[src/rtl/clock_time_counter.sv]
// clock_time_counter: BCD hh:mm:ss time-of-day counter driven by a synchronised one-second strobe
//   CLK_50     50 MHz clock; every state update happens on its rising edge
//   reset_en   synchronous active-high reset; clears the time, pulses and synchroniser
//   run_en     1 = count detected seconds, 0 = hold the time
//   sec_clk    untrusted one-second level from the divider
//   load_valid request to load set_hour/set_min/set_sec (BCD)
//   hour_bcd/min_bcd/sec_bcd  registered BCD time
//   tick/hour_pulse/day_pulse one-cycle pulses on a counted second / 59:59 wrap / 23:59:59 wrap
//   load_ack/load_err         one-cycle pulses: load accepted / load rejected
module clock_time_counter #(
  parameter int SYNC_STAGES = 2
) (
  input  logic       CLK_50,
  input  logic       reset_en,
  input  logic       run_en,
  input  logic       sec_clk,
  input  logic       load_valid,
  input  logic [7:0] set_hour,
  input  logic [7:0] set_min,
  input  logic [7:0] set_sec,
  output logic [7:0] hour_bcd,
  output logic [7:0] min_bcd,
  output logic [7:0] sec_bcd,
  output logic       tick,
  output logic       hour_pulse,
  output logic       day_pulse,
  output logic       load_ack,
  output logic       load_err
);
  logic [SYNC_STAGES-1:0] r_sync;
  logic r_prev;
  logic [3:0] r_h1, r_h0, r_m1, r_m0, r_s1, r_s0;
  logic r_tick, r_hour_pulse, r_day_pulse, r_load_ack, r_load_err;
  logic w_edge, w_count, w_load_ok;
  logic w_s0_w, w_s_w, w_m0_w, w_m_w, w_h0_w, w_h_w;
  // the edge detector runs independently of run_en so re-enabling never sees a stale edge
  assign w_edge  = r_sync[SYNC_STAGES-1] & ~r_prev;
  // a coincident load takes priority and swallows the second
  assign w_count = w_edge & run_en & ~load_valid;
  // digits must be decimal; hours tens may exceed 1 only as 20..23
  assign w_load_ok = set_hour[3:0] <= 4'd9 && set_min[3:0] <= 4'd9 && set_sec[3:0] <= 4'd9 &&
                     set_min[7:4] <= 4'd5 && set_sec[7:4] <= 4'd5 &&
                     (set_hour[7:4] < 4'd2 || (set_hour[7:4] == 4'd2 && set_hour[3:0] <= 4'd3));
  // ripple-carry wrap conditions, each one implies all lower digits also wrap
  assign w_s0_w = r_s0 == 4'd9;
  assign w_s_w  = w_s0_w & (r_s1 == 4'd5);
  assign w_m0_w = w_s_w & (r_m0 == 4'd9);
  assign w_m_w  = w_m0_w & (r_m1 == 4'd5);
  assign w_h0_w = w_m_w & (r_h0 == 4'd9);
  assign w_h_w  = w_m_w & (r_h1 == 4'd2) & (r_h0 == 4'd3);
  always_ff @(posedge CLK_50) begin
    if (reset_en) begin
      r_sync       <= '0;
      r_prev       <= 1'b0;
      {r_h1, r_h0, r_m1, r_m0, r_s1, r_s0} <= '0;
      r_tick       <= 1'b0;
      r_hour_pulse <= 1'b0;
      r_day_pulse  <= 1'b0;
      r_load_ack   <= 1'b0;
      r_load_err   <= 1'b0;
    end else begin
      r_sync       <= {r_sync[SYNC_STAGES-2:0], sec_clk};
      r_prev       <= r_sync[SYNC_STAGES-1];
      r_tick       <= w_count;
      r_hour_pulse <= w_count & w_m_w;
      r_day_pulse  <= w_count & w_h_w;
      r_load_ack   <= load_valid & w_load_ok;
      r_load_err   <= load_valid & ~w_load_ok;
      if (load_valid) begin
        if (w_load_ok)
          {r_h1, r_h0, r_m1, r_m0, r_s1, r_s0} <= {set_hour, set_min, set_sec};
      end else if (w_count) begin
        r_s0 <= w_s0_w ? 4'd0 : r_s0 + 4'd1;
        if (w_s0_w) r_s1 <= w_s_w ? 4'd0 : r_s1 + 4'd1;
        if (w_s_w) r_m0 <= w_m0_w ? 4'd0 : r_m0 + 4'd1;
        if (w_m0_w) r_m1 <= w_m_w ? 4'd0 : r_m1 + 4'd1;
        if (w_m_w) begin
          r_h0 <= (w_h_w | w_h0_w) ? 4'd0 : r_h0 + 4'd1;
          r_h1 <= w_h_w ? 4'd0 : w_h0_w ? r_h1 + 4'd1 : r_h1;
        end
      end
    end
  end
  assign hour_bcd   = {r_h1, r_h0};
  assign min_bcd    = {r_m1, r_m0};
  assign sec_bcd    = {r_s1, r_s0};
  assign tick       = r_tick;
  assign hour_pulse = r_hour_pulse;
  assign day_pulse  = r_day_pulse;
  assign load_ack   = r_load_ack;
  assign load_err   = r_load_err;
endmodule

[config.mk]
export PLATFORM = sky130hd
export DESIGN_NAME = clock_time_counter
export DESIGN_NICKNAME = d
export VERILOG_FILES = /design/src/rtl/clock_time_counter.sv
export SDC_FILE = /design/constraint.sdc
export NUM_CORES = 1
export LEC_CHECK = 0
export ABC_AREA = 1
export BUFFER_PORTS_ARGS = -buffer_cell sky130_fd_sc_hd__buf_2
export CAP_MARGIN = 20
export CORE_ASPECT_RATIO = 1.5
export CORE_MARGIN = 2
export CORE_UTILIZATION = 47
export CTS_CLUSTER_DIAMETER = 120
export DETAILED_ROUTE_END_ITERATION = 8
export GPL_ROUTABILITY_DRIVEN = 0
export PLACE_DENSITY_LB_ADDON = 0.2
export SYNTH_ARGS = -nofsm -noshare
export SYNTH_HDL_FRONTEND = slang
export SYNTH_SLANG_ARGS = --single-unit
export TNS_END_PERCENT = 30
[constraint.sdc]
create_clock -name CLK_50 -period 1.3 [get_ports CLK_50]
set_input_delay 0.065 -clock CLK_50 [delete_from_list [all_inputs] [get_ports CLK_50]]
set_output_delay 0.065 -clock CLK_50 [all_outputs]
set_load 0.02 [all_outputs]
* Yosys cells after proc, flatten, opt, wreduce, memory -nomap -nowiden
Index checks and enable logic that the tools add are counted.
Cells by class: $lt $le $gt $ge 7, bitwise logic cells 17, equal/unequal tests 9, mux-type cells 30, $add $sub $neg 6, reduce and logical (&&, ||, !) cells 19
Operators by type and width (number):
- $mux 4 | 30
- $add 4x1->4 const B | 6
- $and 1x1->1 | 13
- $eq 4x2->1 const B | 3
- $eq 4x4->1 const B | 3
- $le 4x4->1 const B | 3
- $reduce_and 3->1 | 4
- $reduce_bool 2->1 | 5
- $eq 4x3->1 const B | 2
- $le 4x3->1 const B | 2
- $logic_and 1x1->1 | 6
- $le 4x2->1 const B | 1
- $lt 4x2->1 const B | 1
- $reduce_and 4->1 | 1
- $not 1->1 | 3
- $reduce_bool 3->1 | 1
- $ne 2x1->1 const B | 1
- $reduce_and 2->1 | 1
- $logic_or 1x1->1 | 1
- $or 1x1->1 | 1
Word-level totals: word-level logic and storage cells 101, bits in registers 32

* Logic depth before layout (Yosys ltp)
depth in word-level cells 11, mapped depth 11, mapped depth without buffers 11

* Least setup slack after synthesis
Ideal clock, no wire load.
kind flip-flop to flip-flop, from register r_s1[0], to register r_h1[0], library setup time 0.113 ns, cell stages (with the launch flop) 9, buffers on the path 0, clock period less this slack 1.631 ns, arrival time 1.518 ns, required time 1.187 ns, slack -0.331 ns, path through dfxtp_1 ha_1 nand3_4 nor2_8 nand3_4 a21oi_4 nand2_4 nor2_1 nor2_1
On the way: word-level cells in the longest chain between the ends 10, elaborated cells on any way between the ends 14, classes of those cells 1 x eq/ne; 4 x mux; 6 x bitwise; 3 x reduce/logical
Ends and longest elaborated chain:
- from (decl) | line 32 | logic [3:0] r_h1, r_h0, r_m1, r_m0, r_s1, r_s0;
- from (signal assigned) | line 71 | {r_h1, r_h0, r_m1, r_m0, r_s1, r_s0} <= {set_hour, set_min, set_sec};
- from (signal assigned) | line 74 | if (w_s0_w) r_s1 <= w_s_w ? 4'd0 : r_s1 + 4'd1;
- $eq 4x3->1 (*) | line 46 | assign w_s_w = w_s0_w & (r_s1 == 4'd5);
- $and 1x1->1 (*) | line 46
- $and 1x1->1 (*) | line 47 | assign w_m0_w = w_s_w & (r_m0 == 4'd9);
- $and 1x1->1 (*) | line 48 | assign w_m_w = w_m0_w & (r_m1 == 4'd5);
- $and 1x1->1 (2 in a row) | line 50 | assign w_h_w = w_m_w & (r_h1 == 4'd2) & (r_h0 == 4'd3);
- $mux 4 | line 79 | r_h1 <= w_h_w ? 4'd0 : w_h0_w ? r_h1 + 4'd1 : r_h1;
- $mux 4 | line 77 | if (w_m_w) begin
- $mux 4 | line 72 | end else if (w_count) begin
- $mux 4 | line 69 | if (load_valid) begin
- to (signal assigned) | line 71
- to (signal assigned) | line 79
- to (decl) | line 32
Mark *: on every way between the ends. The rest lies on a longest branch, timed or not. The select of a mux whose other input is x is not followed. A chain may end at the register's enable or synchronous reset.

* Worst setup path after layout
from register r_s1[1], to register r_h1[2]
The elaborated chain is that of the path after synthesis.

==> run_results.csv <==
group,metric,value,unit
status,outcome,"finished, violations left",
status,failing_checks,"negative setup slack",
cts,clk_pin_slew_worst_paths,0.07,ns
cells_and_area,nNetsFinal,437,
synthesis,synth_async_sr_flop_share,0,%
cells_and_area,postLayoutCellArea,2912,um^2
synthesis,synth-edff-count,0,
routing,drt-wirelength-per-cell,11.76,um
setup_path,critical_path.top_delay_family,"simple AND/OR/NAND/NOR gates",
global_route,grt_first_pass_wirelength,8.790,mm
min_path,hold_path_end,"r_s0[0]$_SDFFE_PP0P_",
routing,detailroute.wirelength.met3,214,um
sta,post-route-worst-setup-slack,-0.1840,ns
synthesis,yosysUniqueCellTypes,33,
routing,post_route_antenna_net_violation_count,0,
sta,grt_setup_unrepaired,"yes",
cells_and_area,antennaDiodeCount,0,
cells_and_area,nFillCells,347,
routing,route.detailed.drc,0,
cts,cts_inserted_buffers,5,
power_and_ir_drop,power_density,740.3,nW/um^2
die,design.die.area,4757,um^2
die,die_w,56.99,um
power_and_ir_drop,ir_worst_vdd,0.7146,mV
sta,maxSlewHeadroom,82.28,%
setup_path,timing.critical_path.buf_inv,1,
setup_path,worst-setup-path-type,"reg2reg",
synthesis,yosys_synthesis_warning_count,0,
setup_path,r2r_slack,-0.18,ns
routing,dr.pass1.iters,4,
setup_path,timing.critical_path.cells,"inv_2 > ha_4 > nand3_4 > nor2_8 > nand3_4 > a21oi_4 > nand2_4 > nand2_1 > nand2_1 > nor2_1",
setup_path,timing.rr.end,"r_h1[2]$_SDFFE_PP0P_",
sta,finalHoldViolations,0,
sta,fmax,673.9,MHz
synthesis,ys_top_cells_by_area,"sky130_fd_sc_hd__dfxtp_1, sky130_fd_sc_hd__nand2_1, sky130_fd_sc_hd__nor2_1",
routing,routed_wirelength,5.223,mm
place,placed_area,2714,um^2
sta,totalNegativeSetupSlack,-2.041,ns
setup_path,critPathSlowestCell,"sky130_fd_sc_hd__dfxtp_4",
die,fp.dieH,83.48,um
cells_and_area,areaGrowthSynthToFinish,47.09,%
cells_and_area,postLayoutCoreUtil,72.90,%
cts,cts_buffer_depth,2,
routing,detailedRoute.firstIterationViolations,68,
sta,clock_skew,0.006126,ns
min_path,min-delay-start,"set_sec[0]",
sta,final-setup-viol-count,20,
die,row_count,28,
power_and_ir_drop,leak,1.494,nW
cts,root_buffer_master,"sky130_fd_sc_hd__clkbuf_8",
synthesis,seq_area_frac_synth,32.36,%
synthesis,synth_flop_cell,"sky130_fd_sc_hd__dfxtp_1",
sta,hold-worst-slack,0.07513,ns
power_and_ir_drop,power,2.155,mW
sta,layout_worst_path_cycle_share,114.2,%
setup_path,rr_startpoint,"r_s1[1]$_SDFFE_PP0P_",
place,numPortBuffers,57,
setup_path,worstPathArrival,1.70,ns
global_route,antenna_found_initial,0,
routing,met2WireLength,2.763,mm
global_route,grt_start_max_net_pins,14,
cts,count_of_clock_tree_sinks,32,
cts,cts_tree,"built",
synthesis,synthesis.instances,290,
synthesis,net_count_after_synthesis,329,
setup_path,timing.critical_path.required,1.52,ns
setup_path,timing.reg2reg.worst_path_depth,10,
cells_and_area,layout_commonest_cell,"sky130_fd_sc_hd__buf_2",
global_route,grt_pass1_vias,2064,
setup_path,cp-end-kind,"flip-flop",
global_route,global_route.usage.total,22.83,%
synthesis,ys_ff_latch,32,
sta,final-max-slew-violation-count,0,
die,initial_core_util,49.56,%
cells_and_area,layout-drive-gt1-share,41.60,%
setup_path,critPathMaxStageDelay,0.34,ns
place,detailed_place_hpwl,4.028,mm
cts,clock_latency,0.28,ns
synthesis,syn_area,1979,um^2
min_path,hold_class,"in2reg",
cts,cts_htree_levels,2,
cells_and_area,layout.cells.most_common_list,"sky130_fd_sc_hd__buf_2, sky130_fd_sc_hd__nand2_1, sky130_fd_sc_hd__buf_4",
die,io-pin-count,58,
routing,via_per_inst,4.912,
synthesis,yosys.area.top_type,"sky130_fd_sc_hd__dfxtp_1",
synthesis,synthesized_area_per_cell,6.826,um^2
min_path,hold-path-cell-count,3,
setup_path,timing.critical_path.fanout_max,8,
die,core_area,3994,um^2
global_route,global_route.overflow_total,0,
flow_run,cap_viol_max_count,0,
setup_path,worst_setup_path_start_kind,"flip-flop",
routing,dr_total_vias,2181,
synthesis,yosysTopAreaCellShare,32.36,%
sta,transition_time_at_the_pin_with_the_least_slew_margin,0.2642,ns
sta,min_period,1.484,ns
routing,route.top_layer_used,"met4",
routing,met1Wirelength,2.203,mm
area by class of cell:
class                           count  area, um^2  share of cell area [%]
Multi-Input combinational cell    218        1266                   43.49
Sequential cell                    32       684.4                   23.51
Timing Repair Buffer              108       670.6                   23.03
Inverter                           33       126.4                   4.340
Clock buffer                        6       72.57                   2.492
Tap cell                           45       56.30                   1.934
Clock inverter                      2       35.03                   1.203
metrics by stage:
step	setup WS, ns	cells
final	-0.1840	444
after CTS	-0.1701	443
after detailed placement	-0.1673	432
after global placement	-0.1298	432
after global routing	-0.2795	444
after floorplan	-0.09576	290
what timing repair did:
action / 4_1_cts / 5_1_grt
hold endpoints to repair: 1 / 0
setup endpoints to repair: 21 / 22
hold buffers: 1 / 0
resized for setup: 15 / 9
buffers inserted: 2 / 1
pin swaps: 6 / 6
kinds of logic (layout without fill, tap and decap cells):
group | Yosys count | count (layout) | synth area share [%]
AND/OR/NAND/NOR | 148 | 148 | 34.77
AO/OA/AOI/OAI | 51 | 51 | 14.22
buffers and inverters | 40 | 149 | 8.280
flip-flops | 32 | 32 | 32.36
adder cells (fa/ha/maj) | 10 | 10 | 6.321
XOR/XNOR | 8 | 8 | 3.540
multiplexers | 1 | 1 | 0.5057
registers in the layout, indices dropped and copies added (netlist names):
| name | cells |
|---|---|
| day_pulse | 1 |
| r_sync | 2 |
| r_m0 | 4 |
| load_ack | 1 |
| hour_pulse | 1 |
| r_m1 | 4 |
| r_prev | 1 |
| tick | 1 |
| r_s0 | 4 |
| r_h0 | 4 |
| r_h1 | 4 |
| r_s1 | 4 |
| load_err | 1 |
worst max-delay path by stage:
stage | end | cells past startpoint | startpoint | slack (ns)
floorplan | r_h1[0]$_SDFFE_PP0P_ | 9 | r_s1[1]$_SDFFE_PP0P_ | -0.1
global placement | r_h1[0]$_SDFFE_PP0P_ | 9 | r_s1[1]$_SDFFE_PP0P_ | -0.13
detailed placement | r_h1[2]$_SDFFE_PP0P_ | 10 | r_s1[1]$_SDFFE_PP0P_ | -0.17
CTS | r_h1[2]$_SDFFE_PP0P_ | 10 | r_s1[1]$_SDFFE_PP0P_ | -0.17
global route | r_h1[2]$_SDFFE_PP0P_ | 10 | r_s1[1]$_SDFFE_PP0P_ | -0.28
finish | r_h1[2]$_SDFFE_PP0P_ | 10 | r_s1[1]$_SDFFE_PP0P_ | -0.18
cell usage after synthesis (2+ instances only):
library cell                n
sky130_fd_sc_hd__o21ai_0   29
sky130_fd_sc_hd__inv_2      2
sky130_fd_sc_hd__dfxtp_1   32
sky130_fd_sc_hd__nand3_1   18
sky130_fd_sc_hd__nor3_1     2
sky130_fd_sc_hd__xor2_1     5
sky130_fd_sc_hd__buf_2      3
sky130_fd_sc_hd__nor2_4     2
sky130_fd_sc_hd__clkbuf_1   3
sky130_fd_sc_hd__nand2_1   60
sky130_fd_sc_hd__nor2_1    52
sky130_fd_sc_hd__a21oi_1   14
sky130_fd_sc_hd__xnor2_1    3
sky130_fd_sc_hd__a22oi_1    2
sky130_fd_sc_hd__inv_1     31
sky130_fd_sc_hd__ha_1      10
sky130_fd_sc_hd__and3_2     2
sky130_fd_sc_hd__or2_2      2
sky130_fd_sc_hd__nand3_4    2
sky130_fd_sc_hd__nand2_4    3
layer usage:
metal  GRT usage, %  vias to the layer above
li1               -                     1141
met1          26.95                      983
met2          41.48                       53
met3          4.031                        4
met4          5.708                        0
met5              0                        -
worst register-to-register path: cells and delay by family (launching register included):
| family | cells | cell delay [ns] |
|---|---|---|
| compound gates | 1 | 0.23 |
| fa+ha+maj | 1 | 0.13 |
| buf+inv | 1 | 0.06 |
| flops | 1 | 0.34 |
| simple gates | 7 | 0.65 |
where the power goes:
part           internal, mW  switching (mW)
combinational         0.111           0.137
sequential            0.971         0.00513
clock                 0.568           0.363
No activity file was read; power rests on OpenSTA's default activity.
